==> config.mk <==
export PLATFORM = sky130hd
export DESIGN_NAME = ws2812_serializer
export DESIGN_NICKNAME = d
export VERILOG_FILES = /design/src/rtl/ws2812_pkg.sv /design/src/rtl/ws2812_serializer.sv
export SDC_FILE = /design/constraint.sdc
export NUM_CORES = 1
export LEC_CHECK = 0
export BUFFER_PORTS_ARGS = -buffer_cell sky130_fd_sc_hd__buf_2
export CAP_MARGIN = 25
export CORE_MARGIN = 5
export CORE_UTILIZATION = 59
export CTS_CLUSTER_DIAMETER = 60
export DETAILED_ROUTE_END_ITERATION = 10
export PLACE_DENSITY_LB_ADDON = 0.2
export SYNTH_ARGS = -nofsm -noshare
export SYNTH_HDL_FRONTEND = slang
export SYNTH_SLANG_ARGS = --single-unit
==> constraint.sdc <==
create_clock -name clk -period 2.7 [get_ports clk]
set_input_delay 0.405 -clock clk [delete_from_list [all_inputs] [get_ports clk]]
set_output_delay 0.405 -clock clk [all_outputs]
set_load 0.05 [all_outputs]
==> src/rtl/ws2812_pkg.sv <==
// Shared types and default timing for the WS2812B serializer.
// The defaults assume a 12 MHz system clock.
package ws2812_pkg;

    // Serializer phases: power-up latch, waiting for a word,
    // shifting a word out, and the end-of-frame latch period.
    typedef enum logic [1:0] {
        STARTUP = 2'd0,
        IDLE    = 2'd1,
        SEND    = 2'd2,
        LATCH   = 2'd3
    } state_t;

    // One GRB pixel word: [23:16]=G, [15:8]=R, [7:0]=B.
    localparam int PIX_W = 24;

    // Default waveform timing in clk cycles at 12 MHz.
    localparam int DEF_T0H        = 4;     // ~0.33 us high for a '0'
    localparam int DEF_T1H        = 8;     // ~0.67 us high for a '1'
    localparam int DEF_TBIT       = 15;    // 1.25 us per bit
    localparam int DEF_TRESET     = 3600;  // 300 us low to latch
    localparam int DEF_NUM_PIXELS = 64;    // 8x8 matrix

endpackage : ws2812_pkg

==> src/rtl/ws2812_serializer.sv <==
// WS2812B single-wire serializer: takes GRB words over valid/ready,
// drives the LED data pin, inserts the latch low period after each
// frame and pulses frame_done when the latch period has elapsed.
module ws2812_serializer
    import ws2812_pkg::*;
#(
    parameter int NUM_PIXELS = DEF_NUM_PIXELS,
    parameter int T0H        = DEF_T0H,
    parameter int T1H        = DEF_T1H,
    parameter int TBIT       = DEF_TBIT,
    parameter int TRESET     = DEF_TRESET
) (
    input  logic             clk,
    input  logic             rst,
    input  logic [PIX_W-1:0] pixel_data,
    input  logic             pixel_valid,
    output logic             pixel_ready,
    output logic             dout,
    output logic             busy,
    output logic             frame_done
);

    // Counter widths sized to the parameters.
    localparam int CYC_W = (TBIT > 1) ? $clog2(TBIT) : 1;
    localparam int PIX_CNT_W = $clog2(NUM_PIXELS + 1);
    localparam int TMR_W = $clog2(TRESET + 1);

    // Terminal counts and thresholds in counter width.
    localparam logic [CYC_W-1:0]     CYC_LAST = CYC_W'(TBIT - 1);
    localparam logic [CYC_W-1:0]     T0H_C    = CYC_W'(T0H);
    localparam logic [CYC_W-1:0]     T1H_C    = CYC_W'(T1H);
    localparam logic [PIX_CNT_W-1:0] PIX_LAST = PIX_CNT_W'(NUM_PIXELS - 1);
    localparam logic [TMR_W-1:0]     TMR_LAST = TMR_W'(TRESET - 1);
    localparam logic [4:0]           MSB_IDX  = 5'(PIX_W - 1);

    state_t                 state_q, state_d;
    logic [CYC_W-1:0]       cyc_cnt_q, cyc_cnt_d;
    logic [4:0]             bit_cnt_q, bit_cnt_d;
    logic [PIX_CNT_W-1:0]   pix_cnt_q, pix_cnt_d;
    logic [TMR_W-1:0]       tmr_q, tmr_d;       // startup / latch / underrun timer
    logic [PIX_W-1:0]       shreg_q, shreg_d;
    logic                   dout_q, dout_d;
    logic                   busy_q, busy_d;
    logic                   frame_done_q, frame_done_d;

    logic                   bit_last;
    logic                   word_last;
    logic                   frame_last;
    logic                   accept;

    // Handshake: ready while idle, or in the final cycle of a word that
    // is not the last of the frame so the next word follows with no gap.
    always_comb begin
        bit_last    = (cyc_cnt_q == CYC_LAST);
        word_last   = bit_last && (bit_cnt_q == 5'd0);
        frame_last  = (pix_cnt_q == PIX_LAST);
        pixel_ready = (state_q == IDLE) ||
                      ((state_q == SEND) && word_last && !frame_last);
        accept      = pixel_valid && pixel_ready;
    end

    // Next-state and counter logic for the four phases.
    always_comb begin
        state_d      = state_q;
        cyc_cnt_d    = cyc_cnt_q;
        bit_cnt_d    = bit_cnt_q;
        pix_cnt_d    = pix_cnt_q;
        tmr_d        = tmr_q;
        shreg_d      = shreg_q;
        frame_done_d = 1'b0;

        case (state_q)
            STARTUP: begin
                // Hold the line low long enough for the LEDs to reset.
                if (tmr_q == TMR_LAST) begin
                    tmr_d   = '0;
                    state_d = IDLE;
                end else begin
                    tmr_d = tmr_q + 1'b1;
                end
            end

            IDLE: begin
                if (accept) begin
                    shreg_d   = pixel_data;
                    bit_cnt_d = MSB_IDX;
                    cyc_cnt_d = '0;
                    tmr_d     = '0;
                    state_d   = SEND;
                end else if (pix_cnt_q != '0) begin
                    // A partial frame left idle this long has already been
                    // latched by the LEDs, so the next word restarts a frame.
                    if (tmr_q == TMR_LAST) begin
                        pix_cnt_d = '0;
                        tmr_d     = '0;
                    end else begin
                        tmr_d = tmr_q + 1'b1;
                    end
                end
            end

            SEND: begin
                if (!bit_last) begin
                    cyc_cnt_d = cyc_cnt_q + 1'b1;
                end else begin
                    cyc_cnt_d = '0;
                    if (bit_cnt_q != 5'd0) begin
                        shreg_d   = shreg_q << 1;
                        bit_cnt_d = bit_cnt_q - 1'b1;
                    end else if (frame_last) begin
                        pix_cnt_d = '0;
                        tmr_d     = '0;
                        state_d   = LATCH;
                    end else begin
                        pix_cnt_d = pix_cnt_q + 1'b1;
                        if (accept) begin
                            shreg_d   = pixel_data;
                            bit_cnt_d = MSB_IDX;
                        end else begin
                            tmr_d   = '0;
                            state_d = IDLE;
                        end
                    end
                end
            end

            LATCH: begin
                if (tmr_q == TMR_LAST) begin
                    tmr_d        = '0;
                    frame_done_d = 1'b1;
                    state_d      = IDLE;
                end else begin
                    tmr_d = tmr_q + 1'b1;
                end
            end

            default: begin
                tmr_d   = '0;
                state_d = STARTUP;
            end
        endcase
    end

    // Outputs are computed from next-state values so the registered
    // versions line up exactly with the phase and bit counter they describe.
    always_comb begin
        dout_d = (state_d == SEND) &&
                 (cyc_cnt_d < (shreg_d[PIX_W-1] ? T1H_C : T0H_C));
        busy_d = (state_d == SEND) || (state_d == LATCH);
    end

    // State and output registers; reset forces the data line low at once.
    always_ff @(posedge clk or posedge rst) begin
        if (rst) begin
            state_q      <= STARTUP;
            cyc_cnt_q    <= '0;
            bit_cnt_q    <= '0;
            pix_cnt_q    <= '0;
            tmr_q        <= '0;
            shreg_q      <= '0;
            dout_q       <= 1'b0;
            busy_q       <= 1'b0;
            frame_done_q <= 1'b0;
        end else begin
            state_q      <= state_d;
            cyc_cnt_q    <= cyc_cnt_d;
            bit_cnt_q    <= bit_cnt_d;
            pix_cnt_q    <= pix_cnt_d;
            tmr_q        <= tmr_d;
            shreg_q      <= shreg_d;
            dout_q       <= dout_d;
            busy_q       <= busy_d;
            frame_done_q <= frame_done_d;
        end
    end

    assign dout       = dout_q;
    assign busy       = busy_q;
    assign frame_done = frame_done_q;

endmodule : ws2812_serializer

==> summary.txt <==
Power and ir drop
  – Max VDD drop: 0.000303 V
  – Pwr per Cell Area: 491 nW/µm²
  – Clock power share: 53.6%
  – Psw: 0.372 mW
  – Lkg Pwr: 1.85 nW
  – Sequential power share: 44.2%
  – Gate power share: 2.2%
  – Sw Ratio: 19.3%
  – Internal: 1.56 mW
  – Total power: 1.93 mW

Setup path
  – Crit-path max FO: 4
  – CP required: 2.30 ns
  – Critical Path AT: 2.18 ns
  – CP Capture Type: output port
  – CP startpoint kind: flip-flop
  – Crit path kind: reg2out

STA
  – Clk_skew: 0.00749 ns
  – Max-slew violations: 0
  – Final-report hold violation count: 0
  – Fin crit share: 95.7%
  – RSZ-0062 raised after global routing: yes
  – Hold WS: 0.0542 ns
  – Worst-Margin Slew: 0.705 ns
  – Minimum clock period: 2.58 ns
  – Worst relative slew slack: 52.8%
  – Peak Freq: 387 MHz
  – Count of final setup violators: 0
  – Final setup TNS: 0 ns

CTS
  – Clock transition time at the flip-flop clock pins of the worst setup and hold paths: 0.07 ns
  – Sink count of the clock tree: 57
  – Clock latency on the worst-skew pair: 0.34 ns
  – Clk buf depth: 2
  – Clk root buf: clkbuf_8
  – CTS H-tree depth: 3
  – Cts bufs inserted: 9
  – TritonCTS clock tree: built
  – Cts hold-fix bufs: 0

GRT
  – Initial antenna violation count: 0
  – Vias in the first global route: 2,746
  – Total GRT Usage: 22.4%
  – Largest net degree at the start of global routing: 41
  – First-pass GRT wire length: 13.2 mm
  – Grt ovf: 0

Place
  – Post-DP HPWL: 5.18 mm
  – Placed Cells: 435
  – Post-DP Area: 3630 µm²
  – RePlAce Congestion: 0.899
  – IO Port Bufs: 30

Hold path
  – HP Class: in2async

Floorplan
  – DIE WIDTH: 84.9 µm
  – Core Box Area: 5470 µm²
  – Starting Density: 60.5%
  – Die Area: 7210 µm²
  – Die Y: 84.9 µm
  – Io pins: 31
  – Row count: 27

Job
  – Maximum capacitance violations: 0

Finish
  – Finished Layout Cells: 452
  – Reg area: 1430 µm²
  – Fillers: 415
  – Area of the multi-input gates: 1760 µm²
  – N_diodes: 0
  – Layout cells sized above 1: 24.5%
  – Nets: 413
  – Finished Cell Area: 3930 µm²
  – Layout Area Growth over Synthesis: 18.8%

Route
  – Drt first pass iters: 5
  – DRC Markers: 0
  – WL per Instance: 16.4 µm
  – ANT nets after route: 0
  – Routed vias: 2,831
  – Initial DRC count: 271
  – Routed wire length: 7.40 mm
  – Vias/cell: 6.26

Synth
  – Mean cell area of the mapped netlist: 9.94 µm²
  – Seq/Total Area, Yosys: 43.1%
  – Synth Flop Type: dfrtp_1
  – Syn_nets: 371
  – Synth Instances: 333
  – EDFF count, synth: 0
  – Count of unique library cells instantiated by Yosys: 59
  – Async SR Flop Fraction: 100%
  – Mapped Area: 3310 µm²
  – Yosys Warn Count: 0
  – Seq cells post-synth: 57

Run status
  – Status: completed
-- cell usage in the layout, fill, tap and decap left out, types with 3 or more instances in the layout --
master      n
a21oi_1     3
dfrtp_1    57
a22o_1     19
nor3_1      5
a31oi_1     3
clkbuf_8   12
a211o_1     5
or2_2       5
inv_1      18
a221o_1    16
nor4_1      3
ha_1        8
bufinv_16   3
nand2_1    21
o211ai_1    4
and3_1     23
buf_2      29
o41ai_1     3
a211oi_1    4
o31a_1      4
buf_4      18
nor2_1     18
a22oi_1     3
ha_2        3
nand3_1    13
o21ai_0    14
nand4_1     3
nand2b_1    5
o31ai_1     8
-- metrics by stage --
| stage | util [%] | setup WS (ns) |
|---|---|---|
| final | 71.8 | 0.116 |
| after CTS | 71.3 | 0.00492 |
| after floorplan | - | 0.279 |
| after global routing | 71.8 | -0.0193 |
| after global placement | 66.3 | 0.206 |
| after detailed placement | 66.3 | 0.0993 |
-- sequential cells by signal (all words and copies together), names as in the netlist --
register / count
frame_done: 1
busy: 1
shreg_q: 24
state_q: 2
bit_cnt_q: 5
dout: 1
pix_cnt_q: 7
tmr_q: 12
cyc_cnt_q: 4
-- synthesized netlist by cell type, drive strengths merged, types with 8 or more instances --
cell type	number	area share [%]
a221o	16	4.8
nand2	21	2.4
o31ai	8	1.8
ha	11	4.2
o21ai	16	2.4
inv	20	2.3
a22o	19	5.0
and3	23	4.3
nor2	19	2.2
nand3	13	2.0
dfrtp	57	43
clkbuf	13	1.5
-- cell type report --
type,count,share of cell area [%]
inverters,20,1.91
clock buffers,12,4.20
clock inverters,4,2.48
repair buffers,49,7.93
well taps,72,2.29
multi-input cells,238,44.9
flip-flops and latches,57,36.3
-- what timing repair did --
action / 4_1_cts / 5_1_grt
buffers inserted: 0 / 1
pin swaps: 0 / 3
gates cloned: 0 / 0
setup endpoints to repair: 1 / 2
resized for setup: 3 / 8
-- power by group through the flow --
stage | registers (mW) | clock network, mW | logic, mW
after global placement | 0.870 | 0 | 0.0441
after global routing | 0.853 | 1.10 | 0.0500
after detailed placement | 0.870 | 0 | 0.0444
after CTS | 0.854 | 1.05 | 0.0446
final | 0.854 | 1.04 | 0.0426
after floorplan | 0.870 | 0 | 0.0164
-- logic make-up after synthesis --
logic type               after synthesis  share of synthesized area, %
adder cells (fa/ha/maj)               11                          4.16
multiplexers                           3                         0.945
buffers and inverters                 38                          4.57
flip-flops                            57                          43.1
XOR/XNOR                               1                         0.265
AND/OR/NAND/NOR                      113                          19.3
AO/OA/AOI/OAI                        110                          27.6
-- critical path, stage by stage, from the launching register on --
cell and delay [ns]:
dfrtp_1 0.41, inv_2 0.09, ha_2 0.18, or4b_4 0.47
buf_4 0.17, a211oi_4 0.21, or2_2 0.17, buf_6 0.15
-- routing by layer --
metal | GRT usage [%] | up-vias | wire length (µm)
met5 | 0 | - | 0
met4 | 5.90 | 0 | 98
met2 | 33.0 | 79 | 3320
met3 | 5.63 | 13 | 372
li1 | - | 1365 | -
met1 | 33.0 | 1374 | 3610
-- path summary, 6_finish.rpt --
kind                               start           to  slack [ns]  cells past startpoint
max in group asynchronous            rst     tmr_q[1]        2.10                      3
min in group clk           pixel_data[0]   shreg_q[0]        0.28                      2
max                         bit_cnt_q[0]  pixel_ready        0.12                      7
max reg2reg                 bit_cnt_q[0]         dout        0.14                     11
min reg2reg                  shreg_q[15]  shreg_q[16]        0.51                      1
min                                  rst  shreg_q[10]        0.05                      2
Power figures use the tool's default switching activity.
